==> src/rtl/decode_packet.sv <==
// decode_packet: reassembles five Aurora flits into one wide DFX word.
// Flits 0..3 each carry a 249-bit payload slice; flit 4 carries the 38-bit tail.
// The word is handed off on a valid/ready channel. The block stalls upstream
// until the consumer takes the word.
module decode_packet #(
    parameter int unsigned DATA_WIDTH        = 1024,
    parameter int unsigned ADDR_WIDTH        = 10,
    parameter int unsigned DATA_DFX_WIDTH    = DATA_WIDTH + ADDR_WIDTH,
    parameter int unsigned NUMBER_PACKET     = 5,
    parameter int unsigned AURORA_DATA_WIDTH = 256
) (
    input  logic                         clk,
    input  logic                         rst_n,
    input  logic                         decode_valid,
    input  logic [AURORA_DATA_WIDTH-1:0] data_recv,
    output logic                         decode_ready,
    output logic [DATA_DFX_WIDTH-1:0]    data_dfx_recv,
    output logic                         dfx_valid,
    input  logic                         dfx_ready,
    output logic [1:0]                   src_router_recv,
    output logic [1:0]                   ttl_recv,
    output logic                         decode_done,
    output logic                         seq_error
);

    // Flit header geometry: [1:0] src, [4:2] pkt number, [6:5] ttl, rest payload.
    localparam int unsigned HDR_W      = 7;
    localparam int unsigned PAYLOAD_W  = AURORA_DATA_WIDTH - HDR_W;
    localparam int unsigned FULL_FLITS = NUMBER_PACKET - 1;
    localparam int unsigned FULL_W     = FULL_FLITS * PAYLOAD_W;
    localparam int unsigned TAIL_W     = DATA_DFX_WIDTH - FULL_W;
    localparam int unsigned LAST_PKT   = NUMBER_PACKET - 1;

    typedef enum logic {
        COLLECT = 1'b0,
        OUTPUT  = 1'b1
    } state_e;

    state_e                  state_q, state_d;
    logic [2:0]              exp_q, exp_d;
    logic [1:0]              src_q, src_d;
    logic [1:0]              ttl_q, ttl_d;
    logic [FULL_W-1:0]       word_q, word_d;
    logic [DATA_DFX_WIDTH-1:0] out_data_q, out_data_d;
    logic [1:0]              out_src_q, out_src_d;
    logic [1:0]              out_ttl_q, out_ttl_d;
    logic                    dfx_valid_q, dfx_valid_d;
    logic                    done_q, done_d;
    logic                    seq_err_q, seq_err_d;

    logic                    accept_c;
    logic                    frame_err_c;
    logic [1:0]              flit_src_c;
    logic [2:0]              flit_pkt_c;
    logic [1:0]              flit_ttl_c;
    logic [PAYLOAD_W-1:0]    flit_payload_c;

    // Header field split of the incoming flit.
    assign flit_src_c     = data_recv[1:0];
    assign flit_pkt_c     = data_recv[4:2];
    assign flit_ttl_c     = data_recv[6:5];
    assign flit_payload_c = data_recv[AURORA_DATA_WIDTH-1:HDR_W];

    // Upstream may push only while collecting.
    assign decode_ready = (state_q == COLLECT);
    assign accept_c     = decode_valid && decode_ready;

    // Out-of-order, out-of-range, or foreign-source flits break the frame.
    assign frame_err_c = (flit_pkt_c != exp_q)
                      || (flit_pkt_c > 3'(LAST_PKT))
                      || ((flit_pkt_c != 3'd0) && (flit_src_c != src_q));

    assign data_dfx_recv   = out_data_q;
    assign src_router_recv = out_src_q;
    assign ttl_recv        = out_ttl_q;
    assign dfx_valid       = dfx_valid_q;
    assign decode_done     = done_q;
    assign seq_error       = seq_err_q;

    // Next-state, assembly buffer and handoff register updates.
    always_comb begin
        state_d     = state_q;
        exp_d       = exp_q;
        src_d       = src_q;
        ttl_d       = ttl_q;
        word_d      = word_q;
        out_data_d  = out_data_q;
        out_src_d   = out_src_q;
        out_ttl_d   = out_ttl_q;
        dfx_valid_d = dfx_valid_q;
        done_d      = 1'b0;
        seq_err_d   = 1'b0;

        unique case (state_q)
            COLLECT: begin
                if (accept_c) begin
                    if (frame_err_c) begin
                        // Drop the partial word; a flit 0 restarts assembly on the spot.
                        seq_err_d = 1'b1;
                        word_d    = '0;
                        exp_d     = 3'd0;
                        if (flit_pkt_c == 3'd0) begin
                            word_d[PAYLOAD_W-1:0] = flit_payload_c;
                            src_d                 = flit_src_c;
                            ttl_d                 = flit_ttl_c;
                            exp_d                 = 3'd1;
                        end
                    end else if (flit_pkt_c == 3'd0) begin
                        // Fresh word: clear stale bits and capture the header.
                        word_d                = '0;
                        word_d[PAYLOAD_W-1:0] = flit_payload_c;
                        src_d                 = flit_src_c;
                        ttl_d                 = flit_ttl_c;
                        exp_d                 = 3'd1;
                    end else if (flit_pkt_c == 3'(LAST_PKT)) begin
                        // Last flit: only its low tail bits are meaningful.
                        out_data_d  = {data_recv[HDR_W +: TAIL_W], word_q};
                        out_src_d   = src_q;
                        out_ttl_d   = ttl_q;
                        dfx_valid_d = 1'b1;
                        exp_d       = 3'd0;
                        state_d     = OUTPUT;
                    end else begin
                        for (int unsigned k = 1; k < FULL_FLITS; k++) begin
                            if (flit_pkt_c == 3'(k)) begin
                                word_d[k*PAYLOAD_W +: PAYLOAD_W] = flit_payload_c;
                            end
                        end
                        exp_d = exp_q + 3'd1;
                    end
                end
            end
            OUTPUT: begin
                if (dfx_valid_q && dfx_ready) begin
                    dfx_valid_d = 1'b0;
                    done_d      = 1'b1;
                    state_d     = COLLECT;
                end
            end
        endcase
    end

    // State and datapath registers.
    always_ff @(posedge clk or negedge rst_n) begin
        if (!rst_n) begin
            state_q     <= COLLECT;
            exp_q       <= 3'd0;
            src_q       <= 2'd0;
            ttl_q       <= 2'd0;
            word_q      <= '0;
            out_data_q  <= '0;
            out_src_q   <= 2'd0;
            out_ttl_q   <= 2'd0;
            dfx_valid_q <= 1'b0;
            done_q      <= 1'b0;
            seq_err_q   <= 1'b0;
        end else begin
            state_q     <= state_d;
            exp_q       <= exp_d;
            src_q       <= src_d;
            ttl_q       <= ttl_d;
            word_q      <= word_d;
            out_data_q  <= out_data_d;
            out_src_q   <= out_src_d;
            out_ttl_q   <= out_ttl_d;
            dfx_valid_q <= dfx_valid_d;
            done_q      <= done_d;
            seq_err_q   <= seq_err_d;
        end
    end

endmodule

==> config.mk <==
export PLATFORM = sky130hd
export DESIGN_NAME = decode_packet
export DESIGN_NICKNAME = d
export VERILOG_FILES = /design/src/rtl/decode_packet.sv
export SDC_FILE = /design/constraint.sdc
export NUM_CORES = 2
export LEC_CHECK = 0
export ABC_CLOCK_PERIOD_IN_PS = 2590
export CORE_AREA = 2 2 510 512
export CTS_BUF_LIST = sky130_fd_sc_hd__clkbuf_4 sky130_fd_sc_hd__clkbuf_8
export CTS_CLUSTER_SIZE = 16
export DETAILED_ROUTE_END_ITERATION = 10
export DIE_AREA = 0 0 512 514
export DONT_BUFFER_PORTS = 1
export PLACE_DENSITY_LB_ADDON = 0.25
export SLEW_MARGIN = 20
export SYNTH_ARGS = -nofsm -noshare
export SYNTH_HDL_FRONTEND = slang
export SYNTH_SLANG_ARGS = --single-unit
==> constraint.sdc <==
create_clock -name clk -period 2.59 [get_ports clk]
set_input_delay 0.259 -clock clk [delete_from_list [all_inputs] [get_ports clk]]
set_output_delay 0.259 -clock clk [all_outputs]
set_load 0.05 [all_outputs]
# Word level (Yosys, flattened, before mapping)
# Cells that the tools add are included.
# W data, S select, Z words.
dict set report op_classes {
  n_addsub 1
  order_cmp 1
  eq_ne 12
  n_mux 29
  n_bitwise 3
  reduce_logical 19
}
# operator count
set ops {}
lappend ops {{$mux W747} 2}
lappend ops {{$mux W249} 5}
lappend ops {{$mux W996} 1}
lappend ops {{$mux W1} 16}
lappend ops {{$reduce_and A4 Y1} 3}
lappend ops {{$reduce_bool A3 Y1} 4}
lappend ops {{$reduce_and A5 Y1} 2}
lappend ops {{$mux W3} 3}
lappend ops {{$eq A3 B2 Y1 const B} 2}
lappend ops {{$ne A2 B1 Y1 const B} 3}
lappend ops {{$reduce_and A3 Y1} 2}
lappend ops {{$ne A2 B2 Y1 const B} 2}
lappend ops {{$pmux W1 S2} 2}
lappend ops {{$add A3 B1 Y3 const B} 1}
lappend ops {{$eq A3 B1 Y1 const B} 1}
lappend ops {{$eq A3 B3 Y1 const B} 1}
lappend ops {{$gt A3 B3 Y1 const B} 1}
lappend ops {{$logic_and A1 B1 Y1} 3}
lappend ops {{$logic_not A3 Y1} 1}
lappend ops {{$ne A3 B3 Y1} 1}
lappend ops {{$ne A3 B3 Y1 const B} 1}
lappend ops {{$not A1 Y1} 3}
lappend ops {{$logic_or A1 B1 Y1} 2}
lappend ops {{$ne A2 B2 Y1} 1}
lappend ops {{2 further kinds} 2}
dict set report word_totals {
  regBits 2045
  input_bits 260
  out_inout_bits 1042
  elab_cells 79
}

# Depth between registers and ports, before layout
dict set report depth {
  depth_word 6
  mapped_depth 9
  mapped_depth_nobuf 5
}

# Least setup slack after synthesis
# OpenSTA, ideal clock, no wires.
dict set report synth_timing {
  path_kind {reg2reg}
  startpoint {register state_q}
  endpoint {register word_q[915]}
  setup_time_ns 0.065
  arrival_ns 2.390
  required_ns 2.525
  path_slack_ns 0.135
  path_stages_with_launch 9
  n_path_buf 3
  synth_period_minus_slack_ns 2.455
  cell_sequence {dfrtp_1 -> inv_1 -> nand2_1 -> or3_1 -> clkbuf_1 -> nor3_2 -> clkbuf_1 -> buf_2 -> a22o_1}
}
dict set report synth_via {
  elab_chain_len 3
}
# element line_no
set synth_lines {}
lappend synth_lines {{from (decl)} 39} ;# state_e state_q, state_d;
lappend synth_lines {{from (signal assigned)} 158} ;# state_q <= state_d;
lappend synth_lines {{$not A1 Y1 (no source line) *} -}
lappend synth_lines {{named net decode_ready} 16} ;# output logic decode_ready,
lappend synth_lines {{$logic_and A1 B1 Y1} 66} ;# assign accept_c = decode_valid && decode_ready;
lappend synth_lines {{$reduce_and A4 Y1 (no source line) *} -}
lappend synth_lines {{to (signal assigned)} 162} ;# word_q <= word_d;
lappend synth_lines {{to (decl)} 43} ;# logic [FULL_W-1:0] word_q, word_d;
# The timed path passes the listed nets; every way through them passes the cells marked *.
# A chain may end at the register's enable or synchronous reset.

==> metrics.md <==
| Metric | Value |
|---|---|
| Status | `finished, violations left` |
| Failing checks | `hold timing` |
| Final std cells w/o fill | `11600` |
| CTS Root Cell | `clkbuf_8` |
| Worst-path fanout max | `125` |
| Cell area after synthesis | `76400 sq um` |
| Via count | `56100` |
| CTS Buf Count | `358` |
| Peak Freq | `0.395 GHz` |
| All-Layer GR Usage | `21.0%` |
| Critical path's top delay family | `buffers and inverters` |
| Floorplan die height | `514 um` |
| Buffers on Ports | `0` |
| CP max stage delay | `620 ps` |
| Synth Warn # | `0` |
| Met1 WL | `113000 um` |
| Critical Path Sink Type | `asynchronous set/reset pin` |
| Largest net degree at the start of global routing | `216` |
| Final setup vio count | `0` |
| Most used DFF post-synth | `dfrtp_1` |
| I/O pin count | `1302` |
| Met2 wire len | `133000 um` |
| Initial antenna violation count | `55` |
| Post-DP Area | `81200 sq um` |
| Uppermost layer routed | `met5` |
| Worst hold slack | `-1030 ps` |
| Met3 WL | `34700 um` |
| Per-cell routed wire length | `25.0 um` |
| Most frequent cells in the layout | `3386 x nand2_1, 2045 x dfrtp_1, 498 x nand2b_1` |
| Rows | `187` |
| Tcrit/Tclk final | `97.7%` |
| Post-route cell area | `93200 sq um` |
| Layout cell share with drive strength beyond 1 | `10.7%` |
| PwrDens | `745 nW/um^2` |
| DRT Wirelength | `289000 um` |
| Max IR drop VDD | `0.378 mV` |
| Core Box Area | `258000 sq um` |
| Number of max-cap violations | `0` |
| Initial Util | `29.6%` |
| Final hold vios | `324` |
| ANT nets after route | `0` |
| Required @ worst endpoint | `3570 ps` |
| EDFF count, synth | `0` |
| RSZ-0062 raised after global routing | `true` |
| Post-synthesis net count | `7725` |
| Post-Synthesis Cells | `7464` |
| Startpoint types | `primary input` |
| Max_slew headroom | `39.9%` |
| Post-DP HPWL | `187000 um` |
| DRT Pass-1 Iters | `7` |
| TritonCTS clock tree | `yes` |
| Total grt overflow | `0` |
| Worst Hold Class | `primary input to asynchronous set/reset pin` |
| Die ar. | `263000 sq um` |
| Utilization after layout | `36.1%` |
| Clock tree sinks | `2045` |
| Post-synth ARST share | `100%` |
| Worst skew pair latency | `970 ps` |
| Total number of H-tree levels | `5` |
| Min cycle time layout | `2530 ps` |
| Area delta synth->final | `22.1%` |
| Setup CP Type | `primary input to asynchronous set/reset pin` |
| Final setup TNS | `0 ps` |
| Syn Area/Cell | `10.2 sq um` |
| Placed Cells | `10600` |
| Clock Skew | `81.4 ps` |
| Clk buf depth | `4` |
| GP Congestion | `0.842` |
| P_leak | `47.5 nW` |
| Crit path cell chain | `buf_16, dlygate4sd3_1, buf_16, buf_16, buf_16, buf_16, buf_16, buf_16, buf_16` |
| Critical-path top delay cell | `dlygate4sd3_1` |
| Sequential share of the synthesized area | `67.0%` |
| Buf+Inv Stages, Crit Path | `9` |
| Slew @ Worst Pin | `898 ps` |
| Yosys cell types | `35` |
| Residual DRC | `0` |
| CP arrival | `3510 ps` |
| Worst path most repeated cell | `buf_16` |
| Vias in the first global route | `56900` |
| Clk slew on worst S/H paths | `60 ps` |
| Drt first-iter violations | `4317` |
| Die extent in x | `512 um` |
| Final #Nets | `8164` |
| Wire length of the first global-routing pass | `412000 um` |
| Register bit total from synthesis | `2045` |
| Via/cell ratio | `4.84` |
| Fin. max-slew vios | `0` |
| Most common cell after layout, fill and taps aside | `nand2_1` |
-- cell families after synthesis --
group / after synthesis / synth area share [%]
fa+ha+maj: 1 / 0.0164
simple gates: 3915 / 20.9
flops: 2045 / 67.0
mux: 4 / 0.0590
xor+xnor: 4 / 0.0459
compound gates: 1015 / 9.09
buf+inv: 480 / 2.82
-- report_power, final --
group	switching, W	internal (W)	total, W
registers	0.000875	0.0324	0.0333
clock network	0.0138	0.0175	0.0313
logic	0.00312	0.00167	0.00479
total	0.0178	0.0516	0.0694
-- layout make-up --
class | count | area [sq um]
clock buffers | 564 | 6960
inverters | 1 | 3.75
well taps | 3402 | 4260
fillers | 25800 | 165000
flip-flops and latches | 2045 | 51200
multi-input cells | 4939 | 23200
clock inverters | 52 | 539
diodes | 37 | 92.6
repair buffers | 558 | 7040
-- sequential cells by signal, summed over array words and instances (netlist names), 2 cells and up --
signal	count
data_dfx_recv	1034
exp_q	3
src_q	2
src_router_recv	2
ttl_q	2
ttl_recv	2
word_q	996
-- cells in the mapped netlist, types with 2 or more instances --
master	number	share of area, %
a21oi_1	2	0.013
a22o_1	473	5.4
buf_1	3	0.015
buf_2	250	1.6
buf_4	10	0.098
clkbuf_1	216	1.1
dfrtp_1	2045	67
mux2_2	4	0.059
nand2_1	3395	17
nand2b_1	498	4.1
nor2_1	11	0.054
o21ai_0	457	3.0
o21ai_1	44	0.29
o21ai_2	3	0.034
o22ai_1	27	0.22
o31ai_1	3	0.029
or3_1	2	0.016
xor2_1	4	0.046
-- worst paths after layout --
kind	start	to	slack [ps]	cells past startpoint
setup / recovery	rst_n	word_q[202]	60	9
hold / removal	rst_n	data_dfx_recv[95]	-1030	0
setup reg to reg	exp_q[0]	data_dfx_recv[955]	80	8
hold reg to reg	word_q[871]	data_dfx_recv[871]	420	2
max in group clk	exp_q[0]	data_dfx_recv[955]	80	8
min in group clk	data_recv[4]	word_q[516]	90	4
-- per-stage QoR --
stage                     setup WS (ps)  power, W
after detailed placement          -1620    0.0377
after global routing              -27.8    0.0721
after CTS                         0.684    0.0702
after floorplan                     135    0.0354
after global placement            -1790    0.0376
final                              59.9    0.0694
-- timing repair --
| item | 4_1_cts | 5_1_grt |
|---|---|---|
| gates cloned | 4 | 10 |
| setup endpoints to repair | 1109 | 599 |
| gates resized for setup | 7 | 32 |
| pin swaps | 3 | 3 |
| hold buffers | 334 | 13 |
| hold endpoints to repair | 1568 | 579 |
| buffers inserted | 3 | 16 |
-- metal layers --
layer  vias up  global-route usage (%)
met5         -                       0
met3       486                    10.1
met2      2194                    33.0
met1     28600                    25.3
li1      24900                       -
met4         8                    7.01
Power figures use the tool's default switching activity.
